--- src/rtl/rdc_offender_log.sv ---
// Offender logger for the RDC interruption vector: rising bits are serialised into
// a FIFO of {core, event, timestamp} records that software drains through a valid/ready port.
module rdc_offender_log #(
    parameter int N_CORES     = 4,
    parameter int CORE_EVENTS = 2,
    parameter int TS_WIDTH    = 32,
    parameter int DEPTH       = 8,
    localparam int N_SIG      = N_CORES * CORE_EVENTS,
    localparam int CID_W      = (N_CORES > 1) ? $clog2(N_CORES) : 1,
    localparam int EID_W      = (CORE_EVENTS > 1) ? $clog2(CORE_EVENTS) : 1,
    localparam int CNT_W      = $clog2(DEPTH) + 1,
    localparam int PTR_W      = $clog2(DEPTH)
) (
    input  logic                   clk_i,
    input  logic                   rstn_i,
    input  logic                   enable_i,
    input  logic                   clear_i,
    input  logic [CORE_EVENTS-1:0] irq_vector_i [0:N_CORES-1],
    output logic                   rec_valid_o,
    input  logic                   rec_ready_i,
    output logic [CID_W-1:0]       rec_core_o,
    output logic [EID_W-1:0]       rec_event_o,
    output logic [TS_WIDTH-1:0]    rec_time_o,
    output logic [CNT_W-1:0]       count_o,
    output logic                   overflow_o,
    output logic                   irq_o
);

    typedef struct packed {
        logic [CID_W-1:0]    core;
        logic [EID_W-1:0]    evt;
        logic [TS_WIDTH-1:0] ts;
    } rec_t;

    function automatic logic [TS_WIDTH-1:0] sat_inc(input logic [TS_WIDTH-1:0] v);
        return (&v) ? v : v + TS_WIDTH'(1);
    endfunction

    logic [N_SIG-1:0]    vec_flat;
    logic [N_SIG-1:0]    vec_q;
    logic [N_SIG-1:0]    pending_q;
    logic [N_SIG-1:0]    pending_d;
    logic [N_SIG-1:0]    rise;
    logic [N_SIG-1:0]    cand;
    logic [N_SIG-1:0]    served_oh;
    logic [CID_W-1:0]    served_core;
    logic [EID_W-1:0]    served_evt;
    logic [TS_WIDTH-1:0] ts_q;
    logic [PTR_W-1:0]    wr_ptr_q;
    logic [PTR_W-1:0]    rd_ptr_q;
    logic [CNT_W-1:0]    count_q;
    logic [CNT_W-1:0]    count_d;
    logic                ovf_q;
    logic                irq_q;
    logic                full;
    logic                pop;
    logic                push;
    rec_t                mem [DEPTH];
    rec_t                head;

    always_comb begin
        vec_flat = '0;
        for (int c = 0; c < N_CORES; c++) begin
            for (int e = 0; e < CORE_EVENTS; e++) begin
                vec_flat[c*CORE_EVENTS + e] = irq_vector_i[c][e];
            end
        end
    end

    assign rise      = vec_flat & ~vec_q & {N_SIG{enable_i}};
    assign cand      = pending_q | rise;
    assign served_oh = cand & (~cand + N_SIG'(1));

    // Descending scan so the lowest set index is the one left assigned.
    always_comb begin
        served_core = '0;
        served_evt  = '0;
        for (int c = N_CORES - 1; c >= 0; c--) begin
            for (int e = CORE_EVENTS - 1; e >= 0; e--) begin
                if (cand[c*CORE_EVENTS + e]) begin
                    served_core = CID_W'(c);
                    served_evt  = EID_W'(e);
                end
            end
        end
    end

    assign rec_valid_o = (count_q != '0);
    assign full        = (count_q == CNT_W'(DEPTH));
    assign pop         = rec_valid_o && rec_ready_i;
    assign push        = enable_i && (cand != '0) && (!full || pop);
    assign pending_d   = enable_i ? (cand & ~(push ? served_oh : '0)) : '0;
    assign count_d     = count_q + CNT_W'(push) - CNT_W'(pop);

    // Record storage: data only, never reset
    always_ff @(posedge clk_i) begin
        if (push) begin
            mem[wr_ptr_q] <= '{core: served_core, evt: served_evt, ts: ts_q};
        end
    end

    // Control state
    always_ff @(posedge clk_i) begin
        if (!rstn_i) begin
            vec_q     <= '0;
            pending_q <= '0;
            ts_q      <= '0;
            wr_ptr_q  <= '0;
            rd_ptr_q  <= '0;
            count_q   <= '0;
            ovf_q     <= 1'b0;
            irq_q     <= 1'b0;
        end else begin
            vec_q <= enable_i ? vec_flat : '0;
            if (clear_i) begin
                pending_q <= '0;
                ts_q      <= '0;
                wr_ptr_q  <= '0;
                rd_ptr_q  <= '0;
                count_q   <= '0;
                ovf_q     <= 1'b0;
                irq_q     <= 1'b0;
            end else begin
                if (push) wr_ptr_q <= wr_ptr_q + PTR_W'(1);
                if (pop)  rd_ptr_q <= rd_ptr_q + PTR_W'(1);
                count_q   <= count_d;
                pending_q <= pending_d;
                if (enable_i) ts_q <= sat_inc(ts_q);
                // A re-raise of a still-unlogged offender means one violation is lost.
                if ((rise & pending_q) != '0) ovf_q <= 1'b1;
                irq_q <= (count_d != '0);
            end
        end
    end

    assign head        = mem[rd_ptr_q];
    assign rec_core_o  = rec_valid_o ? head.core : '0;
    assign rec_event_o = rec_valid_o ? head.evt  : '0;
    assign rec_time_o  = rec_valid_o ? head.ts   : '0;
    assign count_o     = count_q;
    assign overflow_o  = ovf_q;
    assign irq_o       = irq_q;

endmodule

--- config.mk ---
export PLATFORM = sky130hd
export DESIGN_NAME = rdc_offender_log
export DESIGN_NICKNAME = d
export VERILOG_FILES = /design/src/rtl/rdc_offender_log.sv
export SDC_FILE = /design/constraint.sdc
export NUM_CORES = 1
export LEC_CHECK = 0
export CAP_MARGIN = 20
export CORE_AREA = 10 10 153 155
export CTS_BUF_LIST = sky130_fd_sc_hd__clkbuf_8
export CTS_CLUSTER_SIZE = 16
export DETAILED_ROUTE_END_ITERATION = 10
export DIE_AREA = 0 0 163 165
export GPL_TIMING_DRIVEN = 1
export HOLD_SLACK_MARGIN = 0.02
export PLACE_DENSITY = 0.87
export SYNTH_ARGS = -nofsm -noshare
export SYNTH_HDL_FRONTEND = slang
export SYNTH_SLANG_ARGS = --single-unit
--- constraint.sdc ---
create_clock -name clk_i -period 6.77 [get_ports clk_i]
set_input_delay 0.677 -clock clk_i [delete_from_list [all_inputs] [get_ports clk_i]]
set_output_delay 0.677 -clock clk_i [all_outputs]
set_load 0.02 [all_outputs]
==> results.md, run 1 <==
- CTS Hold Bufs: 0
- Vias: 7710
- Most frequent cell after synthesis: edfxtp_1
- Core ar.: 0.0202 mm2
- Hold Path Class: reg2reg
- RSZ-0062 raised after global routing: no
- Gate Count Post-Synth: 790
- YS warnings: 0
- Sequential share of power: 54.9%
- FF-to-FF End: irq_o
- Slowest-stage cell, CP: dfxtp_4
- Worst-path fanout max: 45
- Core Rows: 52
- Critical path class: reg2out
- Status: finished, final reports clean
- Critical path endpoint category: primary output
- Number of global-route vias before repair: 8032
- First-pass GRT wire length: 45000 um
- Clock Latency Late Sink: 560 ps
- WP data required: 6090 ps
- Register-to-register setup slack: 3350 ps
- Vias per cell: 6.50
- Cell Chain, Critical Path: buf_4, mux4_2, mux2i_1, nor2_1, clkdlybuf4s50_1
- Cell taking the most area after synthesis: edfxtp_1
- Number of synthesized flops with an enable pin: 280
- DR iter-0 viols: 741
- Layout cell share with drive strength beyond 1: 19.9%
- CTS tree: built
- Routed WL: 28200 um
- Initial Util: 67.7%
- Startpoint Class: flip-flop
- Rel. slew slack: 36.3%
- Final Hold Viols: 0
- Final GP Congestion: 0.843
- Clock buffer depth: 3
- Clock Skew: 11.3 ps
- Total CTS buffers: 50
- PD cells: 274 mW/mm2
- Net count after synthesis: 812
- Met1 Wirelength: 11200 um
- Highest clock rate: 234 MHz
- GRT Overall Usage: 21.6%
- Reg2reg start: count_o[2]
- Max incr delay on CP: 980 ps
- Highest metal used: met4
- Tcrit/Tclk final: 63.1%
- Congestion Overflow GR: 0
- Synth Register Bits: 343
- Arrival time worst endpoint: 3600 ps
- Clock slew at reported path FFs: 60 ps
- Cell internal pwr: 3.27 mW
- # H-tree levels: 2
- Min-delay src: rd_ptr_q[1]
- Met2 routed WL: 13900 um
- Ys async rst share: 0%
- Met3 WL: 2250 um
- Yosys cell types: 56
- Synth top area cells: edfxtp_1, mux4_2, dfxtp_1
- Avg Inst Size Synth: 17.3 um2
- Die ar.: 0.0269 mm2
- Final setup viols: 0
- Post-CTS sizing: 0
- Register area share after synthesis: 70.8%
- Fin. max-slew vios: 0
- Largest net degree at the start of global routing: 46
- Worst hold path depth: 2
- Antenna cells: 0
- Post-CTS Repair Setup Buffers: 0
- Leak: 4.99 nW
- Synthesized area: 0.0137 mm2
- Pre-CTS setup slack: 2370 ps
- DRC viols: 0
- Area grow syn2layout: 14.2%
- Clk pwr share: 35.4%
- Antenna-violating nets left: 0
- Power after layout: 4.27 mW
- Yosys top cell area share: 61.5%
- Layout Nets: 898
- DP HPWL: 16600 um
- Setup TNS: 0 ps
- Clock period minus final worst setup slack: 4270 ps
- Post-layout util: 77.3%
- Switch Pwr: 1.00 mW
- Sw Ratio: 23.5%
- Reg2reg path depth: 14
- Die span in x: 163 um
- Die Y: 165 um
- CTS Root Cell: clkbuf_8
- PnR worst setup slack: 2500 ps
- WL/cell: 23.8 um
- Clock sinks: 343
- Comb pwr share: 9.7%
- I/O Pins: 55
- DRT Pass-1 Iters: 7
- Ys flop type: edfxtp_1
- Actual slew at the worst max-slew pin: 956 ps
- Max cap viols: 0
- Worst ir drop on vdd: 0.000219 V
- PortBufs: 54
- Worst hold slack: 496 ps
- Synth top cells by count: edfxtp_1, nor2_1, mux4_2
- Initial antenna violation count: 0
[how the worst max path moves through the flow]
stage | end | from | depth (start not counted) | slack, ps
after floorplan | mem[0][0] | enable_i | 7 | 2190
after global placement | irq_o | enable_i | 13 | 2630
after detailed placement | irq_o | enable_i | 13 | 2370
after CTS | rec_time_o[27] | flip-flop | 5 | 2370
after global routing | rec_time_o[28] | flip-flop | 5 | 2150
final | rec_time_o[27] | flip-flop | 5 | 2500
[state kept, by name, summed over array words and instances, names as in the netlist, named ones only]
name,cells
irq_o,1
pending_q,8
mem,280
wr_ptr_q,3
rd_ptr_q,3
ts_q,32
vec_q,8
overflow_o,1
count_o,4
[layer usage]
| metal | global-route usage [%] | up-vias |
|---|---|---|
| met5 | 0 | - |
| met4 | 9.06 | 0 |
| met3 | 4.78 | 85 |
| met2 | 34.5 | 438 |
| met1 | 28.4 | 3866 |
| li1 | - | 3321 |
[stage by stage]
| step | area (um2) | std cells |
|---|---|---|
| floorplan | 13700 | 790 |
| global placement | 14500 | 1088 |
| detailed placement | 14700 | 1094 |
| CTS | 15600 | 1186 |
| global route | 15600 | 1186 |
| finish | 15600 | 1186 |
[kinds of logic (layout without fill, tap and decap cells)]
group | count (synthesis) | in the layout | share of synthesized area [%]
fa+ha+maj | 9 | 9 | 0.879
buf+inv | 50 | 176 | 1.53
flops | 343 | 343 | 70.8
compound gates | 70 | 70 | 4.04
mux | 107 | 107 | 14.2
xor+xnor | 24 | 24 | 1.54
simple gates | 187 | 187 | 7.00
[area by class of cell]
class / instances / area (um2)
sequential: 343 / 9680
fill: 1035 / 4570
multi-input combinational: 397 / 3840
clock buffer: 57 / 785
timing repair buffer: 72 / 763
tap: 270 / 338
clock inverter: 35 / 151
inverter: 12 / 45.0
[layout by cell type, fill, tap and decap left out, types with 13 or more instances in the layout]
cell	count
xor2_1	13
clkbuf_8	57
dfxtp_1	60
and3_1	13
nand3_1	14
mux4_2	70
a21oi_1	17
edfxtp_1	280
nand2_1	24
clkdlybuf4s50_1	54
nor2_1	71
mux2i_1	37
inv_1	34
[worst max-delay path, delay by kind of cell, from the launching register on]
kind / cells / cell delay, ps
flip-flops: 1 / 980
multiplexers: 2 / 770
AND/OR/NAND/NOR: 1 / 80
buffers and inverters: 2 / 1180
[power groups by stage]
stage | Clock [mW] | Combinational, mW | Sequential, mW
floorplan | 0 | 0.249 | 2.37
global placement | 0 | 0.398 | 2.38
detailed placement | 0 | 0.413 | 2.38
CTS | 1.53 | 0.418 | 2.34
global route | 1.62 | 0.443 | 2.35
finish | 1.51 | 0.416 | 2.34
Note: power is estimated with default switching activity, not from simulation.
==> inputs of run 2 (changes only) <==
--- a/config.mk
+++ b/config.mk
@@ -6,14 +6,14 @@
 export NUM_CORES = 1
 export LEC_CHECK = 0
 export CAP_MARGIN = 20
-export CORE_AREA = 10 10 153 155
+export CORE_AREA = 10 10 159 161
 export CTS_BUF_LIST = sky130_fd_sc_hd__clkbuf_8
 export CTS_CLUSTER_SIZE = 16
 export DETAILED_ROUTE_END_ITERATION = 10
-export DIE_AREA = 0 0 163 165
+export DIE_AREA = 0 0 169 171
 export GPL_TIMING_DRIVEN = 1
 export HOLD_SLACK_MARGIN = 0.02
-export PLACE_DENSITY = 0.87
+export PLACE_DENSITY = 0.81
 export SYNTH_ARGS = -nofsm -noshare
 export SYNTH_HDL_FRONTEND = slang
 export SYNTH_SLANG_ARGS = --single-unit
==> constraint.sdc (replaced) <==
create_clock -name clk_i -period 4.5 [get_ports clk_i]
set_input_delay 0.45 -clock clk_i [delete_from_list [all_inputs] [get_ports clk_i]]
set_output_delay 0.45 -clock clk_i [all_outputs]
set_load 0.02 [all_outputs]
==> results.md, run 2 (synthesis results as in run 1) <==
- Setup TNS: 0 ps (unchanged)
- Final Hold Viols: 0 (unchanged)
- Arrival time worst endpoint: 3250 ps (was 3600 ps)
- Final setup viols: 0 (unchanged)
- Clock buffer depth: 3 (unchanged)
- Initial antenna violation count: 0 (unchanged)
- GRT Overall Usage: 19.3% (was 21.6%)
- DRT Pass-1 Iters: 5 (was 7)
- Largest register FFs: 280 (unchanged)
- Worst ir drop on vdd: 0.000253 V (was 0.000219 V)
- Clock slew at reported path FFs: 60 ps (about the same)
- Leak: 4.98 nW (was 4.99 nW)
- Largest Register: mem (unchanged)
- Clock sinks: 343 (unchanged)
- Clock Latency Late Sink: 570 ps (was 560 ps)
- Tcrit/Tclk final: 82.2%
- CTS Hold Bufs: 0 (unchanged)
- DP HPWL: 16600 um (about the same)
- Layout cell share with drive strength beyond 1: 20.2% (was 19.9%)
- Critical path class: reg2out (unchanged)
- Max cap viols: 0 (unchanged)
- M3 GR Usage: 4.18% (was 4.78%)
- Busiest layer in global routing: met2 (unchanged)
- Core Rows: 55 (was 52)
- WP data required: 4050 ps (was 6090 ps)
- Vias: 7427 (was 7710)
- DR iter-0 viols: 646 (was 741)
- PD cells: 410 mW/mm2 (was 274 mW/mm2)
- WL/cell: 22.8 um (was 23.8 um)
- Antenna-violating nets left: 0 (unchanged)
- Largest registers: mem (280), ts_q (32) (unchanged)
- Antenna cells: 0 (unchanged)
- First-pass GRT wire length: 43700 um (was 45000 um)
- Clock Skew: 14.0 ps (was 11.3 ps)
- Die ar.: 0.0289 mm2 (was 0.0269 mm2)
- Worst-path fanout max: 28 (was 45)
- Post-Place Cells: 1112 (was 1094)
- Layout Nets: 901 (was 898)
- Reg2reg start: vec_q[5] (was count_o[2])
- Number of global-route vias before repair: 7748 (was 8032)
- # H-tree levels: 2 (unchanged)
- Die span in x: 169 um (was 163 um)
- Initial Util: 61.5% (was 67.7%)
- Met1 Usage GRT: 25.5% (was 28.4%)
- Area grow syn2layout: 14.5% (was 14.2%)
- Status: finished, final reports clean (unchanged)
- Largest net degree at the start of global routing: 43 (was 46)
- Die Y: 171 um (was 165 um)
- Most common cell after layout, fill and taps aside: edfxtp_1 (unchanged)
- Core ar.: 0.0222 mm2 (was 0.0202 mm2)
- PortBufs: 54 (unchanged)
- I/O Pins: 55 (unchanged)
- Post-CTS sizing: 0 (unchanged)
- RSZ-0062 raised after global routing: no (unchanged)
- Most frequent cells in the layout: edfxtp_1, nor2_1, mux4_2 (unchanged)
- Actual slew at the worst max-slew pin: 971 ps (was 956 ps)
- CTS Root Cell: clkbuf_8 (unchanged)
- Routed WL: 27500 um (was 28200 um)
- CTS tree: built (unchanged)
- Final GP Congestion: 0.914 (was 0.843)
- DRC viols: 0 (unchanged)
- Rel. slew slack: 35.2% (was 36.3%)
- Post-CTS Repair Setup Buffers: 0 (unchanged)
- Min-delay src: irq_vector_i[1] (was rd_ptr_q[1])
- Fin. max-slew vios: 0 (unchanged)
- Startpoint Class: flip-flop (unchanged)
- Clock period minus final worst setup slack: 3700 ps
- Congestion Overflow GR: 0 (unchanged)
- GRT met2 Usage: 31.7% (was 34.5%)
- Critical path endpoint category: primary output (unchanged)
- Vias per cell: 6.16 (was 6.50)
- Highest clock rate: 270 MHz
- Total CTS buffers: 50 (unchanged)
- Fin cells: 1205 (was 1186)
- Pre-CTS setup slack: 447 ps (was 2370 ps)
- PnR worst setup slack: 802 ps (was 2500 ps)
- Hold Path Class: in2reg (was reg2reg)
[run 2: path summary, 6_finish.rpt]
path                                      end  slack (ps)  cells past startpoint
worst max-delay path            rec_time_o[5]         800                      5
worst min-delay path                 vec_q[7]         510                      2
worst max register to register          irq_o        1250                     11
worst min register to register      flip-flop         540                      2
[run 2: worst max-delay path, stage by stage (launching register included)]
cell,delay (ps)
dfxtp_4,730
buf_4,490
mux4_2,570
mux2i_1,230
nor2_1,80
clkdlybuf4s50_1,570
[run 2: power by group]
| part | switching, mW | internal [mW] | total, mW |
|---|---|---|---|
| clock | 1.12 | 1.16 | 2.29 |
| combinational | 0.346 | 0.275 | 0.622 |
| sequential | 0.0372 | 3.48 | 3.51 |
[run 2: metrics by stage]
stage	util, %	instance area, um2	power, mW	hold WS, ps
floorplan	-	13700	3.94	454
global placement	66.2	14700	4.19	458
detailed placement	66.2	14700	4.21	512
CTS	70.4	15700	6.47	488
global route	70.4	15700	6.68	517
finish	70.4	15700	6.42	512
[run 2: final cells by class]
type / count / area, um2
fillers: 1328 / 6580
clock buffers: 57 / 785
well taps: 285 / 357
inverters: 12 / 45.0
clock inverters: 36 / 158
multi-input cells: 397 / 3850
flip-flops and latches: 343 / 9680
repair buffers: 75 / 786
[run 2: layer usage]
layer  part of all wire [%]  up-vias
met2                     50      287
met4                    1.7        0
li1                       -     3326
met5                      0        -
met3                    7.3       41
met1                     41     3773
==> inputs of run 3 (changes only) <==
--- a/config.mk
+++ b/config.mk
@@ -6,14 +6,14 @@
 export NUM_CORES = 1
 export LEC_CHECK = 0
 export CAP_MARGIN = 20
-export CORE_AREA = 10 10 159 161
+export CORE_AREA = 10 10 166 168
 export CTS_BUF_LIST = sky130_fd_sc_hd__clkbuf_8
 export CTS_CLUSTER_SIZE = 16
 export DETAILED_ROUTE_END_ITERATION = 10
-export DIE_AREA = 0 0 169 171
+export DIE_AREA = 0 0 176 178
 export GPL_TIMING_DRIVEN = 1
 export HOLD_SLACK_MARGIN = 0.02
-export PLACE_DENSITY = 0.81
+export PLACE_DENSITY = 0.78
 export SYNTH_ARGS = -nofsm -noshare
 export SYNTH_HDL_FRONTEND = slang
 export SYNTH_SLANG_ARGS = --single-unit
==> constraint.sdc (replaced) <==
create_clock -name clk_i -period 3.1 [get_ports clk_i]
set_input_delay 0.31 -clock clk_i [delete_from_list [all_inputs] [get_ports clk_i]]
set_output_delay 0.31 -clock clk_i [all_outputs]
set_load 0.02 [all_outputs]
==> results.md, run 3 (synthesis results as in run 1) <==
- Status: finished, final reports clean (unchanged)
- WL/cell: 20.8 um (was 22.8 um)
- Antenna-violating nets left: 0 (unchanged)
- Layout Nets: 928 (was 901)
- Routed WL: 26400 um (was 27500 um)
- Actual slew at the worst max-slew pin: 615 ps (was 971 ps)
- Fin. max-slew vios: 0 (unchanged)
- Clock sinks: 343 (unchanged)
- CTS Root Cell: clkbuf_8 (unchanged)
- Cell Chain, Critical Path: buf_16, mux4_2, mux2i_1, nor2_1, clkdlybuf4s50_1 (was buf_4, mux4_2, mux2i_1, nor2_1, clkdlybuf4s50_1)
- Tcrit/Tclk final: 95.9%
- Clock Skew: 19.4 ps (was 14.0 ps)
- GRT Overall Usage: 17.1% (was 19.3%)
- Layout cell share with drive strength beyond 1: 21.9% (was 20.2%)
- Number of global-route vias before repair: 7611 (was 7748)
- Final Hold Viols: 0 (unchanged)
- Final setup viols: 0 (unchanged)
- PortBufs: 54 (unchanged)
- Total CTS buffers: 50 (unchanged)
- Hold Path Class: in2reg (unchanged)
- DRC viols: 0 (unchanged)
- Initial antenna violation count: 0 (unchanged)
- Largest register FFs: 280 (unchanged)
- Die ar.: 0.0313 mm2 (was 0.0289 mm2)
- CTS tree: built (unchanged)
- Clock period minus final worst setup slack: 2970 ps
- Leak: 5.28 nW (was 4.98 nW)
- DR iter-0 viols: 643 (was 646)
- # H-tree levels: 2 (unchanged)
- Rel. slew slack: 58.6% (was 35.2%)
- Post-CTS sizing: 0 (unchanged)
- Worst-path fanout max: 31 (was 28)
- Congestion Overflow GR: 0 (unchanged)
- Antenna cells: 0 (unchanged)
- Initial Util: 56.7% (was 61.5%)
- CTS Hold Bufs: 0 (unchanged)
- Clock buffer depth: 3 (unchanged)
- Fin cells: 1270 (was 1205)
- PnR worst setup slack: 126 ps (was 802 ps)
- Most common cell after layout, fill and taps aside: edfxtp_1 (unchanged)
- Worst ir drop on vdd: 0.000330 V (was 0.000253 V)
- Die span in x: 176 um (was 169 um)
- Most frequent cells in the layout: edfxtp_1, nor2_1, mux4_2 (unchanged)
- Critical path endpoint category: primary output (unchanged)
- Post-layout util: 66.4% (was 70.4%)
- Area grow syn2layout: 17.1% (was 14.5%)
- Largest registers: mem (280), ts_q (32) (unchanged)
- I/O Pins: 55 (unchanged)
- Max incr delay on CP: 560 ps (was 730 ps)
- Post-CTS Repair Setup Buffers: 0 (unchanged)
- Startpoint Class: flip-flop (unchanged)
- Final GP Congestion: 0.851 (was 0.914)
- Highest clock rate: 336 MHz
- Critical path class: reg2out (unchanged)
- Post-Place Cells: 1178 (was 1112)
- Max cap viols: 0 (unchanged)
- WP buf/inv: 2 (unchanged)
- Pre-CTS setup slack: -243 ps (was 447 ps)
- RSZ-0062 raised after global routing: yes (was no)
- First-pass GRT wire length: 42000 um (was 43700 um)
- DP HPWL: 16100 um (was 16600 um)
- Largest net degree at the start of global routing: 39 (was 43)
- Slowest-stage cell, CP: clkdlybuf4s50_1 (was dfxtp_4)
- Core ar.: 0.0241 mm2 (was 0.0222 mm2)
- PD cells: 577 mW/mm2 (was 410 mW/mm2)
- Vias per cell: 5.86 (was 6.16)
- Vias: 7447 (was 7427)
- Die Y: 178 um (was 171 um)
- Core Rows: 57 (was 55)
- Arrival time worst endpoint: 2660 ps (was 3250 ps)
- Clock Latency Late Sink: 550 ps (was 570 ps)
- Clock slew at reported path FFs: 60 ps (about the same)
- DRT Pass-1 Iters: 5 (unchanged)
- Crit-path leading delay family: buffers and inverters (unchanged)
- WP data required: 2790 ps (was 4050 ps)
- Largest Register: mem (unchanged)
run 3: routing by layer:
metal  up-vias  share of wire (%)  global-route usage, %
li1       3373                  -                      -
met1      3768                 42                   22.1
met2       273                 51                   28.8
met3        33                6.1                   3.72
met4         0                1.4                   4.63
met5         -                  0                      0
run 3: worst reg2reg max path: stages (launching register included):
cell and delay, ps:
dfxtp_1 340, inv_1 90, ha_1 210, nand2b_1 140, a31o_2 250, a41oi_1 220, a21o_1 150, ha_1 170
inv_1 60, fa_1 370, xor2_1 150, nor2_1 60, or4_1 510
run 3: power breakdown:
group,internal [mW],switching [mW]
logic,0.441,0.513
registers,5.05,0.0439
clock network,1.60,1.58
run 3: metrics by stage:
stage                     power, mW  setup TNS [ps]  instance area (um2)  hold slack, ps
after detailed placement       6.16            -243                15100             478
final                          9.23               0                16000             378
after global routing           9.60           -4.25                16000             353
after floorplan                5.73          -93280                13700             454
after CTS                      9.31               0                16000             354
after global placement         6.14            -202                15100             470
run 3: path summary, 6_finish.rpt:
path | from | endpoint | slack, ps | cells past startpoint
max | flip-flop | rec_time_o[25] | 130 | 5
min reg2reg | rd_ptr_q[1] | flip-flop | 490 | 2
max reg2reg | count_o[2] | irq_o | 270 | 12
min | irq_vector_i[7] | vec_q[1] | 380 | 2
run 3: layout make-up:
class	count	area [um2]
inverter	12	45.0
clock inverter	38	154
fill	1641	8100
multi-input combinational	397	3850
sequential	343	9680
tap	324	405
clock buffer	54	743
timing repair buffer	102	1120
